$ cat src/rtl/reg_file_mp_pkg.sv
// Shared definitions for the multi-port register file: default geometry,
// clear-sequencer state encoding and a depth helper.
package reg_file_mp_pkg;

  localparam int DATA_W_DEF = 32;
  localparam int ADDR_W_DEF = 5;

  typedef enum logic [0:0] {
    IDLE  = 1'b0,
    CLEAR = 1'b1
  } clr_state_e;

  function automatic int depth_of(input int addr_w);
    return 1 << addr_w;
  endfunction

endpackage

$ cat src/rtl/reg_file_mp_if.sv
// Bus bundle for reg_file_mp: two read ports, one write port, bulk-clear
// request and busy status. The master drives addresses/data/strobes, the
// slave (register file) returns read data and busy.
interface reg_file_mp_if #(
  parameter int DATA_W = 32,
  parameter int ADDR_W = 5
);
  logic [ADDR_W-1:0] rd_addr1;
  logic [ADDR_W-1:0] rd_addr2;
  logic [DATA_W-1:0] rd_data1;
  logic [DATA_W-1:0] rd_data2;
  logic              wr_en;
  logic [ADDR_W-1:0] wr_addr;
  logic [DATA_W-1:0] wr_data;
  logic              clr_req;
  logic              busy;

  modport master (
    output rd_addr1, rd_addr2, wr_en, wr_addr, wr_data, clr_req,
    input  rd_data1, rd_data2, busy
  );

  modport slave (
    input  rd_addr1, rd_addr2, wr_en, wr_addr, wr_data, clr_req,
    output rd_data1, rd_data2, busy
  );
endinterface

$ cat src/rtl/reg_file_clr_seq.sv
// Bulk-clear sequencer: on clr_req in IDLE it walks a counter over every
// address (ascending), one per cycle, then returns to IDLE with the counter
// wrapped back to 0. Requests while clearing are ignored.
module reg_file_clr_seq
  import reg_file_mp_pkg::*;
#(
  parameter int ADDR_W = ADDR_W_DEF
) (
  input  logic              clk,
  input  logic              rst,
  input  logic              clr_req_i,
  output logic              busy_o,
  output logic              clr_en_o,
  output logic [ADDR_W-1:0] clr_addr_o
);

  clr_state_e        state_q, state_d;
  logic [ADDR_W-1:0] cnt_q, cnt_d;

  // Next-state: start on request, advance one address per cycle, exit after the last.
  always_comb begin
    state_d = state_q;
    cnt_d   = cnt_q;
    case (state_q)
      IDLE: begin
        if (clr_req_i) begin
          state_d = CLEAR;
          cnt_d   = '0;
        end
      end
      CLEAR: begin
        cnt_d = cnt_q + ADDR_W'(1);
        if (cnt_q == '1) state_d = IDLE;
      end
      default: begin
        state_d = IDLE;
        cnt_d   = '0;
      end
    endcase
  end

  // State and counter registers with asynchronous reset.
  always_ff @(posedge clk or posedge rst) begin
    if (rst) begin
      state_q <= IDLE;
      cnt_q   <= '0;
    end else begin
      state_q <= state_d;
      cnt_q   <= cnt_d;
    end
  end

  assign busy_o     = (state_q == CLEAR);
  assign clr_en_o   = (state_q == CLEAR);
  assign clr_addr_o = cnt_q;

endmodule

$ cat src/rtl/reg_file_mp.sv
// Two-read / one-write register file with combinational reads, optional
// hardwired-zero register 0 and a bulk clear that zeroes one entry per cycle.
// Optional macro REGFILE_BYPASS_EN forwards same-cycle write data to reads.
module reg_file_mp
  import reg_file_mp_pkg::*;
#(
  parameter int DATA_W   = DATA_W_DEF,
  parameter int ADDR_W   = ADDR_W_DEF,
  parameter int ZERO_REG = 1
) (
  input  logic         clk,
  input  logic         rst,
  reg_file_mp_if.slave bus
);

  localparam int DEPTH = depth_of(ADDR_W);

  logic [DATA_W-1:0] mem_q [DEPTH];
  logic              busy;
  logic              clr_en;
  logic [ADDR_W-1:0] clr_addr;
  logic              wr_ok;
  logic [DATA_W-1:0] rd1, rd2;

  reg_file_clr_seq #(
    .ADDR_W(ADDR_W)
  ) u_clr_seq (
    .clk       (clk),
    .rst       (rst),
    .clr_req_i (bus.clr_req),
    .busy_o    (busy),
    .clr_en_o  (clr_en),
    .clr_addr_o(clr_addr)
  );

  // A write commits only in IDLE without a competing clear, and never to a hardwired r0.
  assign wr_ok = bus.wr_en && !busy && !bus.clr_req &&
                 !((ZERO_REG != 0) && (bus.wr_addr == '0));

  // Storage: reset zeroes everything; clear and write are exclusive since wr_ok needs !busy.
  always_ff @(posedge clk or posedge rst) begin
    if (rst) begin
      for (int unsigned i = 0; i < DEPTH; i++) mem_q[i] <= '0;
    end else if (clr_en) begin
      mem_q[clr_addr] <= '0;
    end else if (wr_ok) begin
      mem_q[bus.wr_addr] <= bus.wr_data;
    end
  end

  // Read muxes: stored value, optional forwarding, then forced-zero cases take priority.
  always_comb begin
    rd1 = mem_q[bus.rd_addr1];
    rd2 = mem_q[bus.rd_addr2];
`ifdef REGFILE_BYPASS_EN
    if (wr_ok && (bus.wr_addr == bus.rd_addr1)) rd1 = bus.wr_data;
    if (wr_ok && (bus.wr_addr == bus.rd_addr2)) rd2 = bus.wr_data;
`endif
    if (busy || ((ZERO_REG != 0) && (bus.rd_addr1 == '0))) rd1 = '0;
    if (busy || ((ZERO_REG != 0) && (bus.rd_addr2 == '0))) rd2 = '0;
  end

  assign bus.rd_data1 = rd1;
  assign bus.rd_data2 = rd2;
  assign bus.busy     = busy;

endmodule

$ cat src/flat_wrapper.sv
// flat-port wrapper written by rule: the top's interface ports become plain ports
module reg_file_mp_flat import reg_file_mp_pkg::*;
#(
  parameter int DATA_W   = DATA_W_DEF,
  parameter int ADDR_W   = ADDR_W_DEF,
  parameter int ZERO_REG = 1
)
  (clk, rst, bus_rd_addr1, bus_rd_addr2, bus_wr_en, bus_wr_addr, bus_wr_data, bus_clr_req, bus_rd_data1, bus_rd_data2, bus_busy);
  reg_file_mp_if #(.DATA_W(DATA_W), .ADDR_W(ADDR_W)) bus_i ();
  input  logic clk;
  input  logic rst;
  input wire logic [$bits(bus_i.rd_addr1)-1:0] bus_rd_addr1;
  input wire logic [$bits(bus_i.rd_addr2)-1:0] bus_rd_addr2;
  input wire logic [$bits(bus_i.wr_en)-1:0] bus_wr_en;
  input wire logic [$bits(bus_i.wr_addr)-1:0] bus_wr_addr;
  input wire logic [$bits(bus_i.wr_data)-1:0] bus_wr_data;
  input wire logic [$bits(bus_i.clr_req)-1:0] bus_clr_req;
  output wire logic [$bits(bus_i.rd_data1)-1:0] bus_rd_data1;
  output wire logic [$bits(bus_i.rd_data2)-1:0] bus_rd_data2;
  output wire logic [$bits(bus_i.busy)-1:0] bus_busy;
  assign bus_i.rd_addr1 = bus_rd_addr1;
  assign bus_i.rd_addr2 = bus_rd_addr2;
  assign bus_i.wr_en = bus_wr_en;
  assign bus_i.wr_addr = bus_wr_addr;
  assign bus_i.wr_data = bus_wr_data;
  assign bus_i.clr_req = bus_clr_req;
  assign bus_rd_data1 = bus_i.rd_data1;
  assign bus_rd_data2 = bus_i.rd_data2;
  assign bus_busy = bus_i.busy;
  reg_file_mp #(.DATA_W(DATA_W), .ADDR_W(ADDR_W), .ZERO_REG(ZERO_REG)) u_core (.clk(clk), .rst(rst), .bus(bus_i));
endmodule
$ cat config.mk
export PLATFORM = sky130hd
export DESIGN_NAME = reg_file_mp_flat
export DESIGN_NICKNAME = d
export VERILOG_FILES = /design/src/rtl/reg_file_mp_pkg.sv /design/src/rtl/reg_file_mp_if.sv /design/src/rtl/reg_file_clr_seq.sv /design/src/rtl/reg_file_mp.sv /design/src/flat_wrapper.sv
export SDC_FILE = /design/constraint.sdc
export NUM_CORES = 2
export LEC_CHECK = 0
export ABC_CLOCK_PERIOD_IN_PS = 105000
export BUFFER_PORTS_ARGS = -buffer_cell sky130_fd_sc_hd__clkbuf_2
export CORE_MARGIN = 3
export CORE_UTILIZATION = 60
export DETAILED_ROUTE_END_ITERATION = 6
export PLACE_DENSITY_LB_ADDON = 0.1
export SLEW_MARGIN = 15
export SYNTH_ARGS = -nofsm -noshare
export SYNTH_HDL_FRONTEND = slang
export SYNTH_SLANG_ARGS = --single-unit
export TNS_END_PERCENT = 10
$ cat constraint.sdc
create_clock -name clk -period 105 [get_ports clk]
set_input_delay 21 -clock clk [delete_from_list [all_inputs] [get_ports clk]]
set_output_delay 21 -clock clk [all_outputs]
set_load 0.02 [all_outputs]
# --- After elaboration in Yosys (flattened, before gate mapping) ---
# Index checks and enable logic that the tools add are counted.
totals:
  inputBits: 51
  output_inout_bits: 65
  regBits: 1030
  elab_cells: 84
classes:
  reduce_logical: 14
  mux: 20
  bitwise: 7
  n_eq_ne: 2
  n_lt_le_gt_ge: 6
  n_addsub: 1
ops:
  columns: ["op", "n"]
  rows:
  - ["1024-bit two-way mux", 2]
  - ["1024-bit bitwise AND", 1]
  - ["1024-bit bitwise mux", 1]
  - ["1024-bit inverter", 1]
  - ["32-bit binary-select mux with 5-bit select", 2]
  - ["32-bit demux with 5-bit select", 2]
  - ["32-bit two-way mux", 8]
  - ["6-bit greater-or-equal comparator, second input constant", 4]
  - ["5-bit inverter with 6-bit output", 4]
  - ["5-bit zero test", 3]
  - ["6-bit by 1-bit < comparator with 1-bit output, second input constant", 2]
  - ["5-bit one-hot mux with 2 select lines", 1]
  - ["5-bit by 1-bit adder with 5-bit output, second input constant", 1]
  - ["5-bit == test, second input constant", 1]
  - ["1-bit logical AND", 5]
  - ["5-bit two-way mux", 1]
  - ["1-bit zero test", 3]
  - ["1-bit logical OR", 2]
  - ["1-bit two-way mux", 2]
  - ["2-bit inequality test, second input constant", 1]
  - ["1-bit one-hot mux with 2 select lines", 1]
  - ["2-bit nonzero test", 1]
  - ["1-bit inverter", 1]

# --- Longest topological paths before layout ---
depth:
  ltp_word: 8
  mapped_depth: 8

# --- Hierarchy ---
# A second synthesis with hierarchy kept.
unflattened:
  hier_cells: 4251
  hier_area_um2: 53149.7
modules_own_cells:
  columns: ["mod", "seq_area_each_um2", "cells_per_inst", "area_per_inst_um2", "instances"]
  rows:
  - ["reg_file_mp", 25624.6, 4224, 52848.2, 1]
  - ["reg_file_clr_seq", 150.1, 27, 301.5, 1]

# --- Least setup slack after synthesis ---
# OpenSTA, ideal clock, no wires.
synth_timing:
  kind: "in2out"
  start: "input port bus_rd_addr1[0]"
  end: "output port bus_rd_data1[12]"
  path_stages: 8
  path_buffers: 4
  arrival_time_ps: 22832
  t_required_ps: 84000
  slack_ps: 61168
  path_cell_list: "buf_2 buf_6 buf_2 buf_2 mux4_2 a22oi_1 o31a_1 nand4_1"
synth_via:
  elab_chain_len: 5
  elab_cells_between_ends: 7
  cone_classes: "4 x mux; 1 x bitwise; 2 x reduce/logical"
synth_rtl:
  columns: ["element", "line", "source"]
  rows:
  - ["from (decl)", "flat_wrapper.sv:12", "input wire logic [$bits(bus_i.rd_addr1)-1:0] bus_rd_addr1;"]
  - ["5-bit inverter with 6-bit output (not written as such)", "reg_file_mp.sv:53", "rd1 = mem_q[bus.rd_addr1];"]
  - ["32-bit binary-select mux with 5-bit select", "reg_file_mp.sv:53", null]
  - ["32-bit two-way mux (not written as such) (2 in a row)", "reg_file_mp.sv:53", null]
  - ["32-bit two-way mux (*)", "reg_file_mp.sv:59", "if (busy || ((ZERO_REG != 0) && (bus.rd_addr1 == '0))) rd1 = '0;"]
  - ["to (decl)", "flat_wrapper.sv:18", "output wire logic [$bits(bus_i.rd_data1)-1:0] bus_rd_data1;"]
# Every way passes the cells marked *; elsewhere a longest branch is shown, timed or not. The select of a mux whose other input is x is not followed.

# --- Worst setup path in the final report ---
layout_timing:
  start: "input port bus_rd_addr1[1]"
  end: "output port bus_rd_data1[30]"
# The elaborated chain is that of the path after synthesis.

==> impl_results.md <==
- Clock Latency Late Sink: 0.72 ns
- Worst path slowest cell: buf_4
- Run status: complete, but fails checks
- Bufs and invs on worst path: 5
- CTS clk-pin slew, worst paths: roughly 0.060 ns
- Total grt overflow: 0
- CP max FO: about 110
- First-pass detailed-route iteration total: 7
- Worst path cell trace: buf_8, buf_12, buf_4, nand2b_2, buf_4, a211oi_1, nor3_1, or4_1, clkbuf_2
- Cts hold-fix bufs: 0
- Minimum clock period: around 47 ns
- Final core utilization: 0.659
- Core footprint: 0.0918 mm2
- Worst path most repeated cell: buf_4
- Leading area contributor after synthesis: dfrtp_1
- WP depth: 9
- Post-synth EDFFs: 0
- Routed wire length: 207000 um
- Die area: just under 0.1 mm2
- Critical path capture point type: output port
- WS Path Type: input pin to output port
- Slew HR: 0.119
- Reg2reg start: u_core.u_clr_seq.busy_o
- Post-CTS setup buffer count: 0
- Mean post-synth cell area: between 10 and 15 um2
- Max-Cap Viols: 0
- Largest cells by area after synthesis: dfrtp_1 46%, mux4_2 10%, a22o_1 7.7%, nand2_1 7.3%, o21ai_0 5.2%
- Final Max Tran Viols: 0
- CTS Sinks: 1030
- Post-route DRC: 3
- CP required: 84.00 ns
- Worst path max stage delay: 0.75 ns
- Placer Congestion: around 0.90
- Pwr dens: 21.5 mW/mm2
- Post-synth top area share: 0.464
- H-Tree Depth: 3
- GRT Util Overall: 0.430
- RSZ-0062 raised after global routing: no
- Largest net degree at the start of global routing: 174
- Setup crit start: bus_rd_addr1[1]
- Yosys reg bits: 1030
- Yosys Warn Count: 0
- Vias in the first global route: between 40000 and 50000
- Chip width: 310 um
- VDD IR-drop max: 0.0149 mV
- Synth Cell Area: 0.0556 mm2
- Via/cell ratio: ~7.3
- Share of flip-flops with an asynchronous set or reset: 1.00
- Root Buffer: clkbuf_16
- Post-Syn Nets: 5367
- Syn-to-layout area delta: 8.90%
- RR Endpoint: u_core.mem_q[710]
- Kind of cell adding the most delay to the critical path: buffers and inverters
- Worst Tran Pin Value: 1.32 ns
- # rows: 111
- FF-to-FF setup slack: 101.75 ns
- Initial Util: 0.605
- CTS tree: built
- Final Instance Count excl. Fillers: 6405
- Setup violation total in the final timing report: 0
- Routed wire length per instance: 32.4 um
- Cells on worst reg2reg path: 8
- Antenna-violating nets left: 0
- CP endpoint: bus_rd_data1[30]
- Period utilization: 0.443
- Top_reg_cell synth: dfrtp_1
- Final Hold Fails: 0
- Placed Cells: 6192
- Count leader, synth: nand2_1
- Layout cells sized above 1: 0.183
- Synth top cells by count: 1081 x nand2_1, 1030 x dfrtp_1, 575 x o21ai_0
- Initial antenna violation count: 15
- IO buf count: between 100 and 150
- Final Net Count: roughly 5100
- Max Fclk: 21.5 MHz
- Sequential share of the synthesized area: 0.464
- First-pass GRT wire length: 303000 um
- Cells after Synth: 5311
- Setup Skew: 0.0264 ns
- Longest Clk Path Bufs: 3
- Element type at the critical path start: input pin
- Ports: about 120
- Synth cell types: 53
- Die Height: approximately 310 um
- Worst hold path type: register to register
- Failing checks: design-rule violations
- Crit path DAT: around 26 ns
- CTS resizes: 0
- Vias: 46900
- Initial DRC count: 7425
- Final Power: ~1.3 mW
- HPWL after DPL: 115000 um
- Pleak: 26.8 nW
- Num CTS Buffers: about 110
- Setup TNS: 0 ns
[worst register-to-register path, cell delays in order, from the launching register on]
cell and delay (ns):
dfrtp_1 0.32, buf_4 0.42, or2_1 0.18, buf_4 0.36, nor3_4 0.09, buf_4 0.32
a21oi_4 0.74, buf_4 0.51, a22o_1 0.22
[how the worst min path moves through the flow]
stage                                   from                  to  slack [ns]  cells past startpoint
after CTS                 u_core.mem_q[1015]  u_core.mem_q[1015]        0.51                      1
after detailed placement  u_core.mem_q[1008]  u_core.mem_q[1008]        0.49                      1
final                     u_core.mem_q[1015]  u_core.mem_q[1015]        0.50                      1
after global routing      u_core.mem_q[1020]  u_core.mem_q[1020]        0.53                      1
after floorplan           u_core.mem_q[1000]  u_core.mem_q[1000]        0.47                      1
after global placement    u_core.mem_q[1021]  u_core.mem_q[1021]        0.48                      1
[sequential cells by signal, summed over array words and instances, names as in the netlist]
name,flops
u_core.u_clr_seq.clr_addr_o,5
u_core.u_clr_seq.busy_o,1
u_core.mem_q,1024
[report_power, final]
part           total, mW  switching [mW]  internal (mW)
registers          0.588          0.0852          0.503
clock network      0.416           0.172          0.243
logic              0.301           0.173          0.128
[through the flow]
stage	setup WS (ns)	area, um2	hold slack (ns)
after floorplan	55.01	55600	0.467
after global placement	58.89	56700	0.481
after detailed placement	58.87	56700	0.488
after CTS	58.86	60500	0.507
after global routing	58.51	60500	0.527
final	58.50	60500	0.502
[logic make-up (layout without fill, tap and decap cells)]
logic type / after synthesis / count (layout) / synth area share
buf+inv: 584 / 427 / 0.0441
mux: 708 / 708 / 0.189
fa+ha+maj: 5 / 5 / 0.00113
compound gates: 1446 / 1446 / 0.177
simple gates: 1536 / 1536 / 0.125
other cells: 0 / 8 / 0
flops: 1030 / 1030 / 0.464
xor+xnor: 2 / 2 / 0.000315
[layout make-up]
type | count | area (um2)
fillers | 7078 | 31300
multi-input cells | 3697 | 27900
flip-flops and latches | 1030 | 25800
clock buffers | 169 | 3380
well taps | 1243 | 1560
repair buffers | 217 | 1450
clock inverters | 36 | 463
inverters | 5 | 26.3
diodes | 8 | 20.0
[per-layer routing]
layer  vias up  global-route usage  share of wire
met5         -              0.0228         0.0018
met4        16               0.187          0.048
met3       734               0.183           0.16
met2      3819               0.591           0.41
met1     23400               0.595           0.38
li1      19000                   -              -
[cells in the final DEF (no fill, tap or decap), types with 10 or more instances in the layout]
| cell | synthesis | layout |
|---|---|---|
| mux2_2 | 195 | 195 |
| clkbuf_2 | 0 | 109 |
| nand4_1 | 40 | 40 |
| nor4_4 | 7 | 10 |
| a31oi_1 | 10 | 10 |
| nor2b_1 | 71 | 67 |
| a22oi_1 | 182 | 182 |
| o21ai_0 | 575 | 575 |
| nand2_1 | 1081 | 1064 |
| a21oi_4 | 0 | 15 |
| nand2_2 | 0 | 17 |
| nand3_1 | 127 | 127 |
| nor3_4 | 1 | 22 |
| clkinv_2 | 0 | 19 |
| mux2i_1 | 261 | 261 |
| and3_1 | 27 | 27 |
| buf_4 | 2 | 98 |
| dfrtp_1 | 1030 | 1030 |
| clkbuf_16 | 0 | 113 |
| a22o_1 | 491 | 491 |
| clkbuf_1 | 365 | 22 |
| mux4_2 | 252 | 252 |
| nor3_1 | 50 | 48 |
| clkbuf_8 | 0 | 35 |
| o22ai_1 | 65 | 65 |
| and2_1 | 35 | 34 |
| a21oi_1 | 37 | 22 |
| or3_1 | 32 | 32 |
| a211oi_1 | 65 | 65 |
(Power assumes the default switching activity.)
